===== src/rtl/regfile_write_scheduler_if.sv =====
// W-stage retire bus, register-file write port and decode lookup
// for the writeback scheduler.
interface regfile_write_scheduler_if #(
    parameter int DEPTH  = 4,
    parameter int DATA_W = 64
);
    logic                       w_valid;
    logic                       w_ready;
    logic [3:0]                 w_icode;
    logic                       w_cnd;
    logic [3:0]                 w_rA;
    logic [3:0]                 w_rB;
    logic [DATA_W-1:0]          w_valE;
    logic [DATA_W-1:0]          w_valM;
    logic                       wr_en;
    logic [3:0]                 wr_addr;
    logic [DATA_W-1:0]          wr_data;
    logic [3:0]                 q_addr;
    logic                       q_hit;
    logic [DATA_W-1:0]          q_data;
    logic [$clog2(DEPTH):0]     count;

    modport master (
        output w_valid, w_icode, w_cnd, w_rA, w_rB, w_valE, w_valM,
        output q_addr,
        input  w_ready, wr_en, wr_addr, wr_data, q_hit, q_data, count
    );

    modport slave (
        input  w_valid, w_icode, w_cnd, w_rA, w_rB, w_valE, w_valM,
        input  q_addr,
        output w_ready, wr_en, wr_addr, wr_data, q_hit, q_data, count
    );
endinterface


===== src/rtl/regfile_write_scheduler.sv =====
// Queues W-stage dstE/dstM writes and drains one per cycle onto the
// register-file write port, with a youngest-first pending-write lookup.
module regfile_write_scheduler #(
    parameter int         DEPTH  = 4,
    parameter int         DATA_W = 64,
    parameter logic [3:0] RSP    = 4'd4,
    parameter logic [3:0] RNONE  = 4'hF
) (
    input logic                      clk,
    input logic                      rst_n,
    regfile_write_scheduler_if.slave bus
);
    localparam int PW = $clog2(DEPTH);
    localparam int CW = PW + 1;

    logic [3:0]        addr_q [DEPTH];
    logic [DATA_W-1:0] data_q [DEPTH];
    logic [PW-1:0]     head;
    logic [PW-1:0]     tail;
    logic [CW-1:0]     count;

    logic              accept;
    logic [3:0]        e_addr;
    logic [3:0]        m_addr;
    logic              e_en;
    logic              m_en;
    logic [1:0]        push;
    logic              pop;
    logic [PW-1:0]     m_idx;
    logic [PW-1:0]     rd_idx;
    logic [PW-1:0]     lk_idx;
    logic              hit;
    logic [DATA_W-1:0] hit_data;

    assign accept = bus.w_valid && bus.w_ready;

    always_comb begin
        e_addr = RNONE;
        m_addr = RNONE;
        case (bus.w_icode)
            4'h2: if (bus.w_cnd) e_addr = bus.w_rB;
            4'h3,
            4'h6: e_addr = bus.w_rB;
            4'h5: m_addr = bus.w_rA;
            4'h8,
            4'h9,
            4'hA: e_addr = RSP;
            4'hB: begin
                e_addr = RSP;
                m_addr = bus.w_rA;
            end
            default: ;
        endcase
    end

    assign e_en   = accept && (e_addr != RNONE);
    assign m_en   = accept && (m_addr != RNONE);
    assign push   = {1'b0, e_en} + {1'b0, m_en};
    assign pop    = (count != '0);
    assign m_idx  = e_en ? tail + PW'(1) : tail;
    // When idle, keep presenting the entry that was drained last
    assign rd_idx = pop ? head : head - PW'(1);

    always_ff @(posedge clk) begin
        if (!rst_n) begin
            head  <= '0;
            tail  <= '0;
            count <= '0;
            for (int i = 0; i < DEPTH; i++) begin
                addr_q[i] <= '0;
                data_q[i] <= '0;
            end
        end else begin
            if (e_en) begin
                addr_q[tail] <= e_addr;
                data_q[tail] <= bus.w_valE;
            end
            if (m_en) begin
                addr_q[m_idx] <= m_addr;
                data_q[m_idx] <= bus.w_valM;
            end
            tail  <= tail + PW'(push);
            head  <= head + PW'(pop);
            count <= count + CW'(push) - CW'(pop);
        end
    end

    // Walk oldest to youngest so the youngest match wins
    always_comb begin
        hit      = 1'b0;
        hit_data = '0;
        lk_idx   = '0;
        for (int i = 0; i < DEPTH; i++) begin
            lk_idx = head + PW'(i);
            if ((CW'(i) < count) &&
                (addr_q[lk_idx] == bus.q_addr) &&
                (bus.q_addr != RNONE)) begin
                hit      = 1'b1;
                hit_data = data_q[lk_idx];
            end
        end
    end

    assign bus.w_ready = (count <= CW'(DEPTH - 2));
    assign bus.wr_en   = pop;
    assign bus.wr_addr = addr_q[rd_idx];
    assign bus.wr_data = data_q[rd_idx];
    assign bus.q_hit   = hit;
    assign bus.q_data  = hit_data;
    assign bus.count   = count;
endmodule


===== src/flat_wrapper.sv =====
// flat-port wrapper written by rule: the top's interface ports become plain ports
module regfile_write_scheduler_flat 
#(
    parameter int         DEPTH  = 4,
    parameter int         DATA_W = 64,
    parameter logic [3:0] RSP    = 4'd4,
    parameter logic [3:0] RNONE  = 4'hF
)
  (clk, rst_n, bus_w_valid, bus_w_icode, bus_w_cnd, bus_w_rA, bus_w_rB, bus_w_valE, bus_w_valM, bus_q_addr, bus_w_ready, bus_wr_en, bus_wr_addr, bus_wr_data, bus_q_hit, bus_q_data, bus_count);
  regfile_write_scheduler_if #(.DEPTH(DEPTH), .DATA_W(DATA_W)) bus_i ();
  input logic clk;
  input logic rst_n;
  input wire logic [$bits(bus_i.w_valid)-1:0] bus_w_valid;
  input wire logic [$bits(bus_i.w_icode)-1:0] bus_w_icode;
  input wire logic [$bits(bus_i.w_cnd)-1:0] bus_w_cnd;
  input wire logic [$bits(bus_i.w_rA)-1:0] bus_w_rA;
  input wire logic [$bits(bus_i.w_rB)-1:0] bus_w_rB;
  input wire logic [$bits(bus_i.w_valE)-1:0] bus_w_valE;
  input wire logic [$bits(bus_i.w_valM)-1:0] bus_w_valM;
  input wire logic [$bits(bus_i.q_addr)-1:0] bus_q_addr;
  output wire logic [$bits(bus_i.w_ready)-1:0] bus_w_ready;
  output wire logic [$bits(bus_i.wr_en)-1:0] bus_wr_en;
  output wire logic [$bits(bus_i.wr_addr)-1:0] bus_wr_addr;
  output wire logic [$bits(bus_i.wr_data)-1:0] bus_wr_data;
  output wire logic [$bits(bus_i.q_hit)-1:0] bus_q_hit;
  output wire logic [$bits(bus_i.q_data)-1:0] bus_q_data;
  output wire logic [$bits(bus_i.count)-1:0] bus_count;
  assign bus_i.w_valid = bus_w_valid;
  assign bus_i.w_icode = bus_w_icode;
  assign bus_i.w_cnd = bus_w_cnd;
  assign bus_i.w_rA = bus_w_rA;
  assign bus_i.w_rB = bus_w_rB;
  assign bus_i.w_valE = bus_w_valE;
  assign bus_i.w_valM = bus_w_valM;
  assign bus_i.q_addr = bus_q_addr;
  assign bus_w_ready = bus_i.w_ready;
  assign bus_wr_en = bus_i.wr_en;
  assign bus_wr_addr = bus_i.wr_addr;
  assign bus_wr_data = bus_i.wr_data;
  assign bus_q_hit = bus_i.q_hit;
  assign bus_q_data = bus_i.q_data;
  assign bus_count = bus_i.count;
  regfile_write_scheduler #(.DEPTH(DEPTH), .DATA_W(DATA_W), .RSP(RSP), .RNONE(RNONE)) u_core (.clk(clk), .rst_n(rst_n), .bus(bus_i));
endmodule

===== config.mk =====
export PLATFORM = sky130hd
export DESIGN_NAME = regfile_write_scheduler_flat
export DESIGN_NICKNAME = d
export VERILOG_FILES = /design/src/rtl/regfile_write_scheduler_if.sv /design/src/rtl/regfile_write_scheduler.sv /design/src/flat_wrapper.sv
export SDC_FILE = /design/constraint.sdc
export NUM_CORES = 1
export LEC_CHECK = 0
export ABC_AREA = 0
export CAP_MARGIN = 0
export CORE_UTILIZATION = 45
export CTS_CLUSTER_SIZE = 40
export DETAILED_ROUTE_END_ITERATION = 10
export PLACE_DENSITY = 0.72
export SETUP_SLACK_MARGIN = 0.15
export SLEW_MARGIN = 10
export SYNTH_ARGS = -nofsm -noshare
export SYNTH_HDL_FRONTEND = slang
export SYNTH_SLANG_ARGS = --single-unit

===== constraint.sdc =====
create_clock -name clk -period 10.97 [get_ports clk]
set_clock_uncertainty 0.1 [all_clocks]
set_input_delay 1.6455 -clock clk [delete_from_list [all_inputs] [get_ports clk]]
set_output_delay 1.6455 -clock clk [all_outputs]
set_load 0.1 [all_outputs]

==> run_results.csv, run 1 <==
group,metric,value,unit
timing,worstMarginPinSlew,1.18,ns
global_routing,grt-ovfl-total,0,
floorplan,die_x,217,um
timing,tns,0,ns
timing,hold_violations,0,
critical_path,path_cells,"buf_4 > mux4_2 > o21ai_0 > o211a_1 > nand2_4 > o221ai_1 > clkdlybuf4s50_1",
synthesis,async_flop_share,0,
routing,drt_iter0_drc,1679,
routing,drc,0,
global_routing,antenna_found_initial,11,
critical_path,startpoint_type,"flip-flop",
clocking,numCtsBuffers,34,
critical_path,r2r.worst_path.cells,8,
synthesis,synth_edf_count,272,
floorplan,dieHeight,217,um
clocking,tritoncts,"built",
clocking,htreeDepth,2,
synthesis,ys_warn_count,0,
synthesis,ys_types,50,
routing,ant_nets,0,
place,pre_cts_slack,3.45,ns
routing,wire_per_inst,24.6,um
critical_path,cp_num_cells,7,
global_routing,grt_pass1_vias,17100,
clocking,clk_pin_slew,0.06,ns
place,numPortBuffers,285,
clocking,root_buffer,"clkbuf_16",
timing,fin_crit,7.69,ns
clocking,hold_buffers,0,
finish,seqCellArea,8320,sq um
global_routing,grt_pass1_wl,98800,um
routing,dr.pass1.iters,5,
synthesis,synthCells,1891,
finish,layout.cells.most_common_list,"clkdlybuf4s50_1 (285), edfxtp_1 (272), a22o_1 (256)",
floorplan,initial_core_util,0.457,
clocking,clk_path_buf_depth,3,
finish,final_common_cell,"clkdlybuf4s50_1",
clocking,cts.sinks,279,
global_routing,grt_max_degree,124,
clocking,clock_latency,0.53,ns
place,hpwlAfterDp,39800,um
floorplan,std_cell_rows,78,
timing,final_max_slew_viol_count,0,
critical_path,crit_family,"buffers and inverters",
synthesis,synth_seq_cells,279,
finish,nets,2211,
critical_path,cp.required,9.22,ns
critical_path,cp.arrival,5.94,ns
worst_hold_path,hp-class,"reg2reg",
floorplan,ioPinCount,286,
place,place_congestion,0.848,
timing,worst_slack,3.28,ns
timing,rsz0062_at_grt,"false",
routing,routed_via_density,6.52,
synthesis,synth_area,20700,sq um
critical_path,critical_path_class,"reg2out",
critical_path,cp_num_buf_inv,2,
synthesis,ys.flop_type,"edfxtp_1",
finish,drive_gt1_frac,0.187,
run,max_cap_viol_count,0,
finish,multi_input_area,11800,sq um
outcome,status,"finished, final reports clean",
finish,area_growth,21.7,%
floorplan,fp.dieArea,46900,sq um
critical_path,crit_fanout,64,
routing,wl,66200,um
timing,fmax,130,MHz
floorplan,core_area,45400,sq um
finish,fill_cells,3825,
global_routing,grtUsageTotal,0.273,
critical_path,cpMaxStageDelayCell,"clkdlybuf4s50_1",
timing,post-route-period-util,0.701,
clocking,post_cts_resized,0,
routing,vias,17500,
synthesis,ys_seq_area_frac,0.401,
worst_hold_path,min_path_cells,2,
critical_path,slowest_delay,1.23,ns
clocking,cts_setup_buffers,0,
critical_path,crit_path_end_kind,"output port",
synthesis,avgSynthCellArea,11.0,sq um
timing,setup_viol,0,
timing,max_slew_margin,0.210,
synthesis,syn-num-nets,2046,
==> final cells by class <==
cell class	count	area share
clock inverters	23	0.0115
clock buffers	38	0.0352
well taps	600	0.0298
flip-flops and latches	279	0.330
inverters	9	0.00134
multi-input cells	1411	0.468
diodes	8	0.000794
repair buffers	321	0.124
==> routing by layer <==
layer,part of all wire,track usage,vias to the layer above,routed length (um)
met5,0.00060,0,-,40
met3,0.085,0.0470,150,5620
met2,0.49,0.468,864,32300
met1,0.39,0.336,8604,25900
li1,-,-,7913,-
met4,0.035,0.125,6,2320
==> Yosys cell counts (11+ instances only) <==
cell / n / area (sq um)
a21oi_1: 136 / 681
a22o_1: 256 / 2240
buf_1: 29 / 109
buf_2: 18 / 90.1
clkbuf_1: 145 / 544
edfxtp_1: 272 / 8170
mux2_2: 192 / 2160
mux2i_1: 134 / 1340
mux4_2: 80 / 1800
nand2_1: 137 / 514
nand3_1: 12 / 60.1
nor2_1: 153 / 574
nor3_1: 11 / 55.1
o211ai_1: 69 / 518
o21ai_0: 73 / 365
o221ai_1: 64 / 561
o22ai_1: 12 / 75.1
xnor2_1: 16 / 140
==> final timing paths <==
check / from / endpoint / slack (ns)
max: u_core.head[0]$_SDFF_PN0_ / bus_q_data[2] / 3.28
min: u_core.bus.count[2]$_SDFF_PN0_ / u_core.bus.count[2]$_SDFF_PN0_ / 0.52
max reg2reg: u_core.bus.count[2]$_SDFF_PN0_ / u_core.data_q[2][7]$_DFFE_PP_ / 6.73
min reg2reg: u_core.bus.count[2]$_SDFF_PN0_ / u_core.bus.count[2]$_SDFF_PN0_ / 0.52
==> per-stage QoR <==
stage	std cells	util	cell area [sq um]	hold slack, ns
after detailed placement	2620	0.529	24000	0.516
after floorplan	1891	-	20700	0.477
final	2689	0.556	25200	0.518
after global placement	2620	0.529	24000	0.499
after global routing	2687	0.555	25200	0.568
after CTS	2681	0.555	25200	0.525
==> state kept, by name, summed over array words and instances (netlist names) <==
signal and flops:
u_core.tail 2, u_core.bus.count 3, u_core.data_q 256, u_core.head 2, u_core.addr_q 16
==> worst register-to-register path: cells and delay by family, from the launching register on <==
family | cells | cell delay (ns)
AOI/OAI and AO/OA | 4 | 1.25
buffers and inverters | 2 | 1.20
DFF | 1 | 0.37
and+or+nand+nor | 2 | 0.93
==> logic make-up after synthesis <==
kind of cell,share of synthesized area
compound gates,0.224
mux,0.256
simple gates,0.0693
flops,0.401
buf+inv,0.0375
xor+xnor,0.00803
fa+ha+maj,0.00459
Power of run 1 is not shown: default switching activity piles up to over one toggle a cycle in this logic, so the estimate is an artifact.
==> run 2, diff against run 1 <==
==> constraint.sdc (replaced) <==
create_clock -name clk -period 7.2 [get_ports clk]
set_clock_uncertainty 0.1 [all_clocks]
set_input_delay 1.08 -clock clk [delete_from_list [all_inputs] [get_ports clk]]
set_output_delay 1.08 -clock clk [all_outputs]
set_load 0.1 [all_outputs]
==> run 2 against run 1 <==
Net effect:
- die area stayed put
- wire length is 0.92% higher
- clock-buffer cell count is 3 higher
- critical path type unchanged
- register-to-register slack worse by 3.9 ns
- sequential cell count stayed put
- global-route usage is 0.087 points higher
- hold slack worse by 0.0017 ns
- design area is 1.7% lower
- critical path depth is 2 higher
- highest routed layer unchanged
==> run_results.csv, run 2 (same netlist as run 1, synthesis figures left out) <==
group,metric,value,unit
outcome,status,"finished, final reports clean",
finish,largest_register,"u_core.data_q",
routing,wire_per_inst,25.0,um
critical_path,cp.arrival,4.78,ns
clocking,htreeDepth,1,
clocking,hold_buffers,0,
critical_path,reg2reg_to,"u_core.data_q[0][48]$_DFFE_PP_",
routing,wl,66800,um
place,hpwlAfterDp,39800,um
floorplan,core_area,45400,sq um
floorplan,fp.dieArea,46900,sq um
clocking,numCtsBuffers,30,
clocking,cts.sinks,279,
clocking,cts_setup_buffers,0,
routing,drc,0,
global_routing,grt_pass1_vias,17300,
place,place_congestion,0.863,
timing,setup_viol,0,
critical_path,crit_fanout,73,
routing,dr.pass1.iters,6,
finish,largest_reg_flops,256,
timing,fin_crit,5.96,ns
critical_path,startpoint_type,"flip-flop",
critical_path,crit_path_end_kind,"output port",
clocking,tritoncts,"built",
floorplan,initial_core_util,0.457,
timing,rsz0062_at_grt,"false",
worst_hold_path,hp-start,"u_core.bus.count[2]$_SDFF_PN0_",
clocking,root_buffer,"clkbuf_16",
clocking,clk_pin_slew,0.06,ns
clocking,post_cts_resized,0,
clocking,clk_path_buf_depth,3,
finish,fin_cells,2674,
routing,drt_iter0_drc,1704,
worst_hold_path,holdPathEnd,"u_core.bus.count[2]$_SDFF_PN0_",
timing,whs,0.516,ns
finish,layout.cells.most_common_list,"edfxtp_1 (272), a22o_1 (256), clkdlybuf4s50_1 (221)",
critical_path,critical_path_class,"reg2out",
floorplan,ioPinCount,286,
finish,nets,2201,
timing,hold_violations,0,
critical_path,cp.required,6.02,ns
critical_path,r2r.worst_path.cells,7,
worst_hold_path,min_path_cells,2,
global_routing,grt_max_degree,297,
timing,final_max_slew_viol_count,0,
routing,ant_nets,0,
global_routing,grt-ovfl-total,0,
run,max_cap_viol_count,0,
routing,vias,17700,
floorplan,dieHeight,217,um
finish,seqCellArea,8320,sq um
timing,tns,0,ns
timing,fmax,168,MHz
finish,multi_input_area,11800,sq um
global_routing,grtUsageTotal,0.274,
floorplan,die_x,217,um
clocking,clock_latency,0.56,ns
worst_hold_path,hp-class,"reg2reg",
finish,final_common_cell,"edfxtp_1",
floorplan,std_cell_rows,78,
global_routing,grt_pass1_wl,99500,um
critical_path,ff2ff_setup_slack,2.79,ns
finish,area_growth,19.6,%
place,dp.cells,2614,
finish,fill_cells,3801,
place,numPortBuffers,285,
finish,final_util,0.546,
finish,largestRegisters,"u_core.data_q: 256 flops, u_core.addr_q: 16 flops, u_core.bus.count: 3 flops",
timing,post-route-period-util,0.828,
critical_path,r2r_start,"u_core.bus.count[2]$_SDFF_PN0_",
finish,drive_gt1_frac,0.208,
routing,routed_via_density,6.60,
global_routing,antenna_found_initial,11,
timing,max_slew_margin,0.191,
timing,worstMarginPinSlew,1.21,ns
-- run 2: cell types whose count changed in the layout (fill, tap and decap cells not counted), sizes merged --
| cell | delta |
|---|---|
| buf | +58 |
| inv | -2 |
| clkinvlp | -5 |
| diode | -1 |
| clkinv | +1 |
| bufinv | -5 |
| clkbuf | +3 |
| clkdlybuf4s50 | -64 |
-- run 2: area by class of cell --
type	count	area share
antenna	7	0.000707
clock buffer	41	0.0328
clock inverter	12	0.00333
inverter	9	0.00136
multi-input combinational	1411	0.476
sequential	279	0.336
tap	600	0.0303
timing repair buffer	315	0.120
-- run 2: how the worst max path moves through the flow --
stage	to	start	depth (start not counted)	slack (ns)
final	bus_q_data[4]	u_core.head[0]$_SDFF_PN0_	9	1.24
after global routing	bus_q_data[4]	u_core.head[0]$_SDFF_PN0_	9	0.94
after CTS	bus_q_data[4]	u_core.head[0]$_SDFF_PN0_	9	1.18
after detailed placement	u_core.data_q[2][25]$_DFFE_PP_	bus_w_icode[3]	8	1.54
after global placement	bus_q_data[4]	bus_q_addr[2]	10	1.60
after floorplan	u_core.addr_q[3][0]$_DFFE_PP_	u_core.bus.count[2]$_SDFF_PN0_	9	-0.06
-- run 2: worst max-delay path, stage by stage, from the launching register on --
cell and delay, ns:
dfxtp_4 1.08, mux4_2 0.63, xnor2_1 0.14, o21ai_0 0.13, nor4_2 0.20, buf_4 0.43
o211ai_1 0.16, buf_4 0.43, o221ai_1 0.56, buf_4 0.39
-- run 2: through the flow --
stage	worst slack (ns)	area, sq um
6_report	1.24	24800
5_1_grt	0.945	24800
4_1_cts	1.18	24800
3_5_place_dp	1.54	23900
3_3_place_gp	1.60	23900
2_1_floorplan	-0.0587	20700
-- run 2: per-layer routing --
metal	wire length (um)	GRT usage	share of wire
met1	26300	0.339	0.39
met2	32800	0.475	0.49
met3	5760	0.0442	0.086
met4	1980	0.113	0.030
met5	50	0	0.00075
Power of run 2 is left out for the same reason.
